File: config.mk
export PLATFORM = sky130hd
export DESIGN_NAME = nn_conv_wupdate
export DESIGN_NICKNAME = d
export VERILOG_FILES = /design/src/rtl/nn_pkg.sv /design/src/rtl/nn_signed_popcount.sv /design/src/rtl/nn_conv_wupdate.sv
export SDC_FILE = /design/constraint.sdc
export NUM_CORES = 1
export LEC_CHECK = 0
export ABC_AREA = 0
export CORE_AREA = 2 2 62 122
export CTS_BUF_LIST = sky130_fd_sc_hd__clkbuf_2 sky130_fd_sc_hd__clkbuf_4 sky130_fd_sc_hd__clkbuf_8
export DETAILED_ROUTE_END_ITERATION = 8
export DIE_AREA = 0 0 64 124
export PLACE_DENSITY = 0.59
export SYNTH_ARGS = -nofsm -noshare
export SYNTH_HDL_FRONTEND = slang
export SYNTH_HIERARCHICAL = 1
export SYNTH_SLANG_ARGS = --single-unit
export TNS_END_PERCENT = 50
File: constraint.sdc
create_clock -name CLK -period 2.86 [get_ports CLK]
set_input_delay 0.286 -clock CLK [delete_from_list [all_inputs] [get_ports CLK]]
set_output_delay 0.286 -clock CLK [all_outputs]
set_load 0.01 [all_outputs]
File: src/rtl/nn_pkg.sv
// nn_pkg: shared width helpers and FSM state encoding for the nn weight-update slice
package nn_pkg;

    typedef enum logic [1:0] {IDLE, ACCUM, APPLY} state_t;

    function automatic int clog2(input int n);
        int r;
        r = 0;
        while ((1 << r) < n) r++;
        return r;
    endfunction

    function automatic int sat_max(input int width);
        return (1 << (width - 1)) - 1;
    endfunction

endpackage

File: src/rtl/nn_signed_popcount.sv
// nn_signed_popcount: signed count of +1/-1 contributions over M product bits
module nn_signed_popcount
    import nn_pkg::*;
#(
    parameter int M  = 4,
    parameter int SW = clog2(M + 1) + 1
) (
    input  logic        [M-1:0]  prod,
    input  logic        [M-1:0]  neg,
    output logic signed [SW-1:0] sum
);

    localparam logic signed [SW-1:0] ONE = 1;

    // add +1 for each positive product, -1 for each negative one
    always_comb begin
        sum = '0;
        for (int i = 0; i < M; i++) sum = sum + (prod[i] ? (neg[i] ? -ONE : ONE) : '0);
    end

endmodule

File: src/rtl/nn_conv_wupdate.sv
// nn_conv_wupdate: windowed gradient accumulation, saturating weight step and stochastic weight stream
module nn_conv_wupdate
    import nn_pkg::*;
#(
    parameter int M         = 4,
    parameter int EPOCH_LEN = 16,
    parameter int WIDTH     = 8,
    parameter int LR_SHIFT  = 2,
    parameter int W_INIT    = 0
) (
    input  logic                    CLK,
    input  logic                    INIT,
    input  logic                    EN,
    input  logic        [M-1:0]     delta,
    input  logic        [M-1:0]     SIGN_delta,
    input  logic        [M-1:0]     act,
    input  logic        [M-1:0]     SIGN_act,
    input  logic        [WIDTH-2:0] R,
    output logic signed [WIDTH-1:0] W,
    output logic                    DONE,
    output logic                    alpha,
    output logic                    SIGN_alpha
);

    localparam int SW   = clog2(M + 1) + 1;
    localparam int ACCW = clog2(M * EPOCH_LEN + 1) + 1;
    localparam int CW   = clog2(EPOCH_LEN);
    localparam int UW   = WIDTH + ACCW + 1;
    localparam logic signed [UW-1:0]    HI   = UW'(sat_max(WIDTH));
    localparam logic signed [UW-1:0]    LO   = -HI;
    localparam logic signed [WIDTH-1:0] SMAX = WIDTH'(sat_max(WIDTH));
    localparam logic [CW-1:0]           LAST = CW'(EPOCH_LEN - 1);

    state_t                    state_q, state_d;
    logic signed [ACCW-1:0]    acc_q, acc_d;
    logic        [CW-1:0]      cnt_q, cnt_d;
    logic signed [WIDTH-1:0]   w_d, w_sat;
    logic                      done_d;
    logic signed [SW-1:0]      s;
    logic signed [UW-1:0]      w_wide;
    logic        [WIDTH-1:0]   w_abs;

    nn_signed_popcount #(.M(M), .SW(SW)) u_pop (
        .prod (delta & act),
        .neg  (SIGN_delta ^ SIGN_act),
        .sum  (s)
    );

    // wide subtraction cannot wrap, so clamping afterwards is exact; >>> floors toward -inf
    assign w_wide = UW'(W) - UW'(acc_q >>> LR_SHIFT);
    assign w_sat  = w_wide > HI ? SMAX : w_wide < LO ? -SMAX : w_wide[WIDTH-1:0];
    assign w_abs  = W[WIDTH-1] ? -W : W;

    // FSM state register
    always_ff @(posedge CLK or negedge INIT) begin
        if (!INIT) state_q <= IDLE;
        else       state_q <= state_d;
    end

    // next state and datapath next values: collect a window, then one apply cycle
    always_comb begin
        state_d = state_q;
        acc_d   = acc_q;
        cnt_d   = cnt_q;
        w_d     = W;
        done_d  = 1'b0;
        case (state_q)
            IDLE: if (EN) begin
                acc_d   = ACCW'(s);
                cnt_d   = CW'(1);
                state_d = ACCUM;
            end
            ACCUM: if (EN) begin
                acc_d   = acc_q + ACCW'(s);
                cnt_d   = cnt_q + CW'(1);
                state_d = cnt_q == LAST ? APPLY : ACCUM;
            end
            APPLY: begin
                w_d     = w_sat;
                acc_d   = '0;
                cnt_d   = '0;
                done_d  = 1'b1;
                state_d = IDLE;
            end
            default: state_d = IDLE;
        endcase
    end

    // datapath registers; alpha/SIGN_alpha trail W by one cycle
    always_ff @(posedge CLK or negedge INIT) begin
        if (!INIT) begin
            acc_q      <= '0;
            cnt_q      <= '0;
            W          <= WIDTH'(W_INIT);
            DONE       <= 1'b0;
            alpha      <= 1'b0;
            SIGN_alpha <= 1'b0;
        end else begin
            acc_q      <= acc_d;
            cnt_q      <= cnt_d;
            W          <= w_d;
            DONE       <= done_d;
            alpha      <= w_abs > {1'b0, R};
            SIGN_alpha <= W[WIDTH-1];
        end
    end

endmodule

==> flow_metrics.tcl <==
set metrics [dict create \
    synth_area_leader_cell "dfrtp_1" \
    tritoncts "done" \
    hp-class "in -> async" \
    ios 37 \
    netlist_area_sq_mm 0.002372 \
    antenna_found_initial 0 \
    status "finished with violations" \
    portBuffers 36 \
    synth_seq_cells 25 \
    layout.nets 387 \
    path_max_fanout 5 \
    ys_async_sr_fraction 1.000 \
    cap_violations 0 \
    ir_worst_vdd_mv 0.3207 \
    post-route-period-util 1.286 \
    startpoint "SIGN_delta[1]" \
    critPathTopFamily "adder cells" \
    hold_viol_final 0 \
    diodes 0 \
    synthFlopType "dfrtp_1" \
    grt_pass1_vias 2209 \
    gp_congestion 0.8220 \
    overflow 0 \
    fmax_ghz 0.2718 \
    final_antenna_net_count 0 \
    synth_area_leaders "dfrtp_1 (26%), ha_1 (15%), fa_1 (5.9%), nand2_1 (4.6%), o21ai_0 (4.2%)" \
    synthCells 270 \
    cpMaxStageDelayCell "fa_2" \
    period_minus_slack_ns 3.679 \
    htreeDepth 1 \
    fin_ws_ns -0.8188 \
    worst_slew_pin_slew_ns 0.5488 \
    power_leakage_nw 1.404 \
    clock-sinks 25 \
    reg2reg_depth 10 \
    die_area_sq_mm 0.007936 \
    rsz0062_at_grt "yes" \
    skew_ns 0.001543 \
    start_util 0.3418 \
    cp.depth 17 \
    synthTopCellsByCount "ha_1 (29), nand2_1 (29), inv_1 (26), dfrtp_1 (25), o21ai_0 (20)" \
    synth_edf_count 0 \
    multiInputGateArea_sq_mm 0.001770 \
    ys_seq_area_frac 0.2637 \
    end_kind "flip-flop" \
    regArea_sq_um 625.6 \
    clk_latency_ns 0.28 \
    slew_viol_final 0 \
    die_x_microns 64 \
    ys_warn_count 6 \
    reg2reg_from "W[0]" \
    root_buffer "clkbuf_8" \
    dpl.hpwl_microns 4751 \
    grt.total_usage 0.1550 \
    num-fill-cells 666 \
    violations "setup timing" \
    synth_top_area_share 0.2637 \
    grt_max_degree 26 \
    cp.arrival_ns 3.85 \
    reg2reg_slack_ns 0.16 \
    finalPower_mw 2.777 \
    synth_cell_type_count 48 \
    crit_buf_inv 3 \
    critical_path.max_stage_delay_ns 0.60 \
    synthToLayoutAreaGrowth_pct 32.23 \
    fp.coreArea_sq_mm 0.006940 \
    cts_buffers 3 \
    critPathKind "in -> reg" \
    synth_area_per_cell_sq_um 8.786 \
    drt-pass1-iter-count 4 \
    viasPerCell 5.118 \
    pwr_density_cell_mw_per_mm2 885.3 \
    grt_pass1_wl_microns 9625 \
    cts_buffer_depth 2 \
    num_rows 43 \
    cp_common_cell "fa_2" \
    drive_gt1_frac 0.2284 \
    timing.rr.end "W[2]" \
    final_util 0.4520 \
    drt_wl_total_microns 5812 \
    drcViolationCount 0 \
    finalSetupViolCount 6 \
    first_iter_violations 53 \
    synth_nets 332 \
    fp.dieH_microns 124 \
    clkTransAtPathRegs_ns 0.09 \
    relSlewSlack 0.6341 \
    startpoint_type "input port" \
    required_ns 3.03 \
    crit_path_end "acc_q[7]" \
    routedWlPerCell_microns 14.04 \
    num_vias 2119 \
    cp_cell_sequence "buf_6 > xor2_1 > nand2_2 > fa_2 > fa_1 > inv_1 > ha_2 > inv_2 > fa_2 > xnor3_2 > ha_4 > nand3_2 > o211ai_1 > o41ai_4 > mux2i_1 > o31ai_2 > nand3_1" \
]
## cell families after synthesis
group	count (synthesis)	synth area share
buf+inv	32	0.05063
simple gates	88	0.1867
mux	4	0.01793
compound gates	65	0.1862
flops	25	0.2637
xor+xnor	20	0.08281
fa+ha+maj	36	0.2120
## through the flow
step / area, sq um / hold slack (ns) / instances / setup slack (ns) / TNS [ns]
global placement: 3023 / 0.4739 / 408 / -1.432 / -7.582
CTS: 3112 / 0.3702 / 414 / -0.8322 / -3.350
global route: 3137 / 0.3846 / 414 / -0.9857 / -4.133
floorplan: 2437 / -0.009591 / 270 / -0.8925 / -2.967
detailed placement: 3023 / 0.4816 / 408 / -1.587 / -8.197
finish: 3137 / 0.3598 / 414 / -0.8188 / -3.187
## cell usage in the layout, fill, tap and decap left out, types with 4 or more instances in the layout
cell             count
o221a_2              4
o21ai_0             18
buf_4               16
xnor2_1             10
buf_6                5
inv_1               23
nand2b_1             6
nor2_1              15
xor2_1               7
ha_1                24
fa_1                 4
a31oi_1              4
nand2_1             26
clkdlybuf4s50_1     24
dfrtp_1             25
nor2b_1              6
nand3_1              5
buf_2                7
ha_4                 4
a21oi_1              8
## area by class of cell
class / count / area share
clock buffer: 3 / 0.01316
inverter: 26 / 0.03111
sequential: 25 / 0.1994
tap: 90 / 0.03590
timing repair buffer: 56 / 0.1536
clock inverter: 1 / 0.002393
multi-input combinational: 213 / 0.5644
## timing repair
action	4_1_cts	5_1_grt
endpoints found under the hold margin	0	0
cloned	0	0
pin swaps	25	11
hold buffers	0	0
buffers inserted	4	0
setup endpoints to repair	7	6
gates resized for setup	51	10
## flip-flops by register name (all words and copies together), names as in the netlist
name	count
SIGN_alpha	1
acc_q	8
cnt_q	4
state_q	2
W	8
alpha	1
DONE	1
## where the power goes
part	internal (mW)	switching, mW
logic	0.964	1.02
registers	0.449	0.120
clock network	0.0994	0.128
## routing by layer
layer,routed length [microns],track usage,vias up
li1,-,-,1066
met1,1956,0.1358,994
met2,3596,0.3385,50
met3,118,0.002710,9
met4,140,0.07745,0
met5,0,0,-
## how the worst min path moves through the flow
stage | from | depth (start not counted) | slack, ns | end
finish | INIT | 2 | 0.36 | acc_q[0]
global route | INIT | 2 | 0.38 | state_q[1]
CTS | INIT | 2 | 0.37 | acc_q[0]
detailed placement | cnt_q[3] | 1 | 0.48 | cnt_q[3]
global placement | cnt_q[3] | 1 | 0.47 | cnt_q[3]
floorplan | INIT | 0 | -0.01 | DONE
No activity file was read; power rests on OpenSTA's default activity.
